$ cat config.mk
export PLATFORM = sky130hd
export DESIGN_NAME = demux4_regbank
export DESIGN_NICKNAME = d
export VERILOG_FILES = /design/src/rtl/demux4_regbank.sv
export SDC_FILE = /design/constraint.sdc
export NUM_CORES = 1
export LEC_CHECK = 0
export BUFFER_PORTS_ARGS = -buffer_cell sky130_fd_sc_hd__clkbuf_2
export CAP_MARGIN = 40
export CORE_MARGIN = 1
export CORE_UTILIZATION = 42
export CTS_CLUSTER_SIZE = 40
export DETAILED_ROUTE_END_ITERATION = 16
export PLACE_DENSITY_LB_ADDON = 0.1
export SLEW_MARGIN = 10
export SYNTH_ARGS = -nofsm -noshare
export SYNTH_HDL_FRONTEND = slang
export SYNTH_HIERARCHICAL = 1
export SYNTH_SLANG_ARGS = --single-unit
$ cat constraint.sdc
create_clock -name clk -period 3.2 [get_ports clk]
set_clock_uncertainty 0.2 [all_clocks]
set_input_delay 0.32 -clock clk [delete_from_list [all_inputs] [get_ports clk]]
set_output_delay 0.32 -clock clk [all_outputs]
set_load 0.1 [all_outputs]
$ cat src/rtl/demux4_regbank.sv
// Four-slot write demux: one producer stream steered by index into four holding
// registers, each released independently by its own acknowledge strobe.

module demux4_slot #(
    parameter int WIDTH = 32
) (
    input  logic             clk,
    input  logic             rst_n,
    input  logic             wr_en_i,
    input  logic [WIDTH-1:0] wr_data_i,
    input  logic             ack_i,
    output logic [WIDTH-1:0] data_o,
    output logic             valid_o,
    output logic             fill_o,
    output logic             drain_o
);
    typedef enum logic {EMPTY = 1'b0, FULL = 1'b1} state_t;

    state_t           state_q, state_d;
    logic [WIDTH-1:0] data_q;

    always_ff @(posedge clk) begin
        if (!rst_n) begin
            state_q <= EMPTY;
            data_q  <= '0;
        end else begin
            state_q <= state_d;
            if (wr_en_i) data_q <= wr_data_i;
        end
    end

    // wr_en_i is only raised for accepted writes, so a FULL slot sees it only alongside ack_i
    always_comb begin
        state_d = state_q;
        case (state_q)
            EMPTY:   if (wr_en_i) state_d = FULL;
            FULL:    if (ack_i && !wr_en_i) state_d = EMPTY;
            default: state_d = EMPTY;
        endcase
    end

    always_comb begin
        valid_o = (state_q == FULL);
        data_o  = data_q;
        fill_o  = (state_q == EMPTY) && wr_en_i;
        drain_o = (state_q == FULL) && ack_i && !wr_en_i;
    end
endmodule

module demux4_regbank #(
    parameter int WIDTH = 32
) (
    input  logic             clk,
    input  logic             rst_n,
    input  logic [1:0]       index,
    input  logic             wr_valid,
    input  logic [WIDTH-1:0] wr_data,
    output logic             wr_ready,
    input  logic [3:0]       rd_ack,
    output logic [WIDTH-1:0] slot_a,
    output logic [WIDTH-1:0] slot_b,
    output logic [WIDTH-1:0] slot_c,
    output logic [WIDTH-1:0] slot_d,
    output logic [3:0]       slot_valid,
    output logic [2:0]       occupancy,
    output logic             overflow
);
    localparam int NUM_SLOTS = 4;

    logic [NUM_SLOTS-1:0][WIDTH-1:0] slot_data;
    logic [NUM_SLOTS-1:0]            fill, drain;
    logic                            accept;
    logic [2:0]                      occupancy_q, occupancy_d;
    logic                            overflow_q, overflow_d;
    logic [2:0]                      drain_cnt;

    assign wr_ready = ~slot_valid[index] | rd_ack[index];
    assign accept   = wr_valid & wr_ready;

    for (genvar g = 0; g < NUM_SLOTS; g++) begin : g_slot
        demux4_slot #(.WIDTH(WIDTH)) u_slot (
            .clk       (clk),
            .rst_n     (rst_n),
            .wr_en_i   (accept && (index == 2'(g))),
            .wr_data_i (wr_data),
            .ack_i     (rd_ack[g]),
            .data_o    (slot_data[g]),
            .valid_o   (slot_valid[g]),
            .fill_o    (fill[g]),
            .drain_o   (drain[g])
        );
    end

    always_comb begin
        drain_cnt = '0;
        for (int i = 0; i < NUM_SLOTS; i++) drain_cnt = drain_cnt + {2'b00, drain[i]};
        occupancy_d = occupancy_q + {2'b00, |fill} - drain_cnt;
        overflow_d  = overflow_q | (wr_valid & ~wr_ready);
    end

    always_ff @(posedge clk) begin
        if (!rst_n) begin
            occupancy_q <= '0;
            overflow_q  <= 1'b0;
        end else begin
            occupancy_q <= occupancy_d;
            overflow_q  <= overflow_d;
        end
    end

    assign slot_a    = slot_data[0];
    assign slot_b    = slot_data[1];
    assign slot_c    = slot_data[2];
    assign slot_d    = slot_data[3];
    assign occupancy = occupancy_q;
    assign overflow  = overflow_q;
endmodule

==> flow_metrics.tcl <==
set metrics [dict create \
    postPlaceCellArea_um2 6410 \
    synthCells 472 \
    final_area_um2 7030 \
    synth.distinct_cells 24 \
    die_area_um2 13600 \
    cts_tree "yes" \
    period_share 0.969 \
    start_kind "flip-flop" \
    slew_headroom 0.501 \
    netlist_top_cells_area "dfxtp_1 49%, mux2i_1 23%, nor2b_1 16%" \
    syn_nets 518 \
    start_util 0.434 \
    reg2reg_to "occupancy[2]" \
    port-buffer-count 177 \
    crit_path_end_kind "flip-flop" \
    arrival_ns 3.20 \
    crit_fanout 5 \
    cap_violations 0 \
    nFillCells 1181 \
    cts_sinks 136 \
    rows 41 \
    status "finished, final reports clean" \
    synth_top_cell_by_area "dfxtp_1" \
    place.gp.congestion 0.759 \
    tightest_slew_ns 0.748 \
    grt_pass1_vias 3643 \
    dr.first_iter.drc_count 131 \
    io_pins 178 \
    mostFrequentLayoutCells "176 x clkbuf_2, 137 x nor2b_1, 132 x dfxtp_1" \
    vias_per_cell 4.56 \
    power_frac_clock 0.416 \
    regToRegSetupSlack_ns 0.1 \
    antenna_found_initial 0 \
    cellPowerDensity_nw_per_um2 665 \
    min_from "wr_data[31]" \
    p_switching_uw 1420 \
    grt_max_degree 66 \
    clockRootBuffer "clkbuf_16" \
    fp.dieW_um 117 \
    pwr-share-comb 0.196 \
    cp_data_required_time_ns 3.30 \
    hold_viol 0 \
    worstRegToRegCells 11 \
    synth_top_area_frac 0.493 \
    ys_seq_area_frac 0.493 \
    grt_pass1_wl_um 18500 \
    nets 695 \
    ant_nets 0 \
    area_delta_synth_final_pct 27.2 \
    totalWireLength_um 12200 \
    setup_ws_ns 0.0996 \
    timing.rr.start "g_slot[3].u_slot/valid_o" \
    min_path_cells 3 \
    synth_seq_cells 136 \
    grt.total_usage 0.182 \
    ir_worst_vdd_uv 421 \
    numCtsBuffers 17 \
    dr.pass1.iters 4 \
    place_ws_ns -0.00764 \
    route.detailed.drc 0 \
    ff_latch_area_um2 2740 \
    internal-power_uw 3250 \
    leakagePower_uw 0.00289 \
    rsz0062_at_grt "no" \
    hold_class "primary input to flip-flop" \
    seqPwrFrac 0.387 \
    netSwitchingFraction 0.305 \
    synth_area_um2 5530 \
    setup_viol 0 \
    vias 3801 \
    overflow 0 \
    wl_per_cell_um 14.6 \
    die_height_um 117 \
    syn_avg_cell_area_um2 11.7 \
    max_clock_freq_ghz 0.323 \
    drv_slew 0 \
    core_region_area_um2 12700 \
    multi_input_area_um2 2480 \
    post_cts_buffers 0 \
    hold_path_end "g_slot[1].u_slot/data_o[31]" \
    drive_gt1_frac 0.345 \
    htreeDepth 4 \
    hpwl_um 7920 \
    final_common_cell "clkbuf_2" \
    final_util 0.553 \
    num_antenna_cells 0 \
    clkLatencyLatePin_ns 0.40 \
    period_needed_ns 3.10 \
    yosys_warnings 6 \
    whs_ns 0.0256 \
    worstSetupPathType "flip-flop to flip-flop" \
    path_clk_slew_ns 0.05 \
    cts.path.max_buffers 2 \
]
## cells by family (layout without fill, tap and decap cells)
group                    count (synthesis)  in the layout  synth area share
AND/OR/NAND/NOR                        159            159             0.180
flip-flops                             136            136             0.493
multiplexers                           129            129             0.236
buffers and inverters                   35            224            0.0645
adder cells (fa/ha/maj)                  5              5            0.0154
AO/OA/AOI/OAI                            5              5           0.00702
XOR/XNOR                                 3              3           0.00476
## power by group through the flow
stage / sequential, uW / clock [uW] / combinational [uW]
3_5_place_dp: 1840 / 0 / 913
2_1_floorplan: 2340 / 0 / 261
6_report: 1810 / 1950 / 918
5_1_grt: 1820 / 2070 / 968
3_3_place_gp: 1840 / 0 / 903
4_1_cts: 1810 / 2000 / 915
## sequential cells by signal, summed over array words and instances (netlist names)
signal / count
overflow: 1
g_slot.u_slot/valid_o: 4
occupancy: 3
g_slot.u_slot/data_o: 128
## layout make-up
type / count / share of cell area
clock buffers: 25 / 0.0733
clock inverters: 6 / 0.0123
multi-input cells: 301 / 0.353
well taps: 172 / 0.0306
repair buffers: 186 / 0.138
flip-flops and latches: 136 / 0.389
inverters: 7 / 0.00374
## layer usage
layer  track usage  part of all wire  up-vias
li1              -                 -     1927
met1         0.220              0.45     1738
met2         0.288              0.46      117
met3        0.0701             0.073       19
met4        0.0776             0.017        0
met5             0                 0        -
## synthesized netlist by cell type
cell type / n
or4_1: 1
mux4_2: 1
nor2_1: 5
buf_12: 12
nor2b_1: 137
nand2b_4: 2
nand2b_1: 2
buf_6: 4
mux2i_1: 128
inv_1: 7
nor4bb_1: 1
xor2_1: 1
clkbuf_1: 12
o21a_1: 4
and4_2: 1
ha_1: 2
nand2_1: 6
dfxtp_1: 136
fa_1: 3
and4b_1: 1
and2_1: 2
o21ai_2: 1
xnor2_1: 2
nand3_1: 1
## repair_timing
action,CTS,global route
setup endpoints to repair,0,1
hold endpoints to repair,1,0
gates resized for setup,0,1
hold buffers,1,0
## stage by stage
| step | setup TNS [ns] | cells | power, uW |
|---|---|---|---|
| global placement | 0 | 801 | 2740 |
| CTS | 0 | 833 | 4720 |
| global route | 0 | 833 | 4860 |
| finish | 0 | 833 | 4670 |
| floorplan | -0.302 | 472 | 2600 |
| detailed placement | -0.00764 | 801 | 2760 |
## how the worst max path moves through the flow
stage                         to  slack (ns)                startpoint  cells past startpoint
detailed placement  occupancy[2]      -0.008                 rd_ack[2]                     12
finish              occupancy[2]         0.1  g_slot[3].u_slot/valid_o                     11
CTS                 occupancy[2]        0.14  g_slot[2].u_slot/valid_o                     11
global placement    occupancy[2]        0.03                 rd_ack[2]                     12
floorplan           occupancy[2]       -0.27  g_slot[2].u_slot/valid_o                     13
global route        occupancy[2]       0.006  g_slot[3].u_slot/valid_o                     11
## critical path: stages, from the launching register on
cell,delay (ns)
dfxtp_4,0.38
nand2b_4,0.06
and4_2,0.24
nor2b_1,0.13
or4_1,0.49
fa_1,0.50
ha_1,0.15
inv_1,0.06
fa_2,0.37
xnor2_2,0.14
xnor2_1,0.13
and2_1,0.15
(Power assumes the default switching activity.)
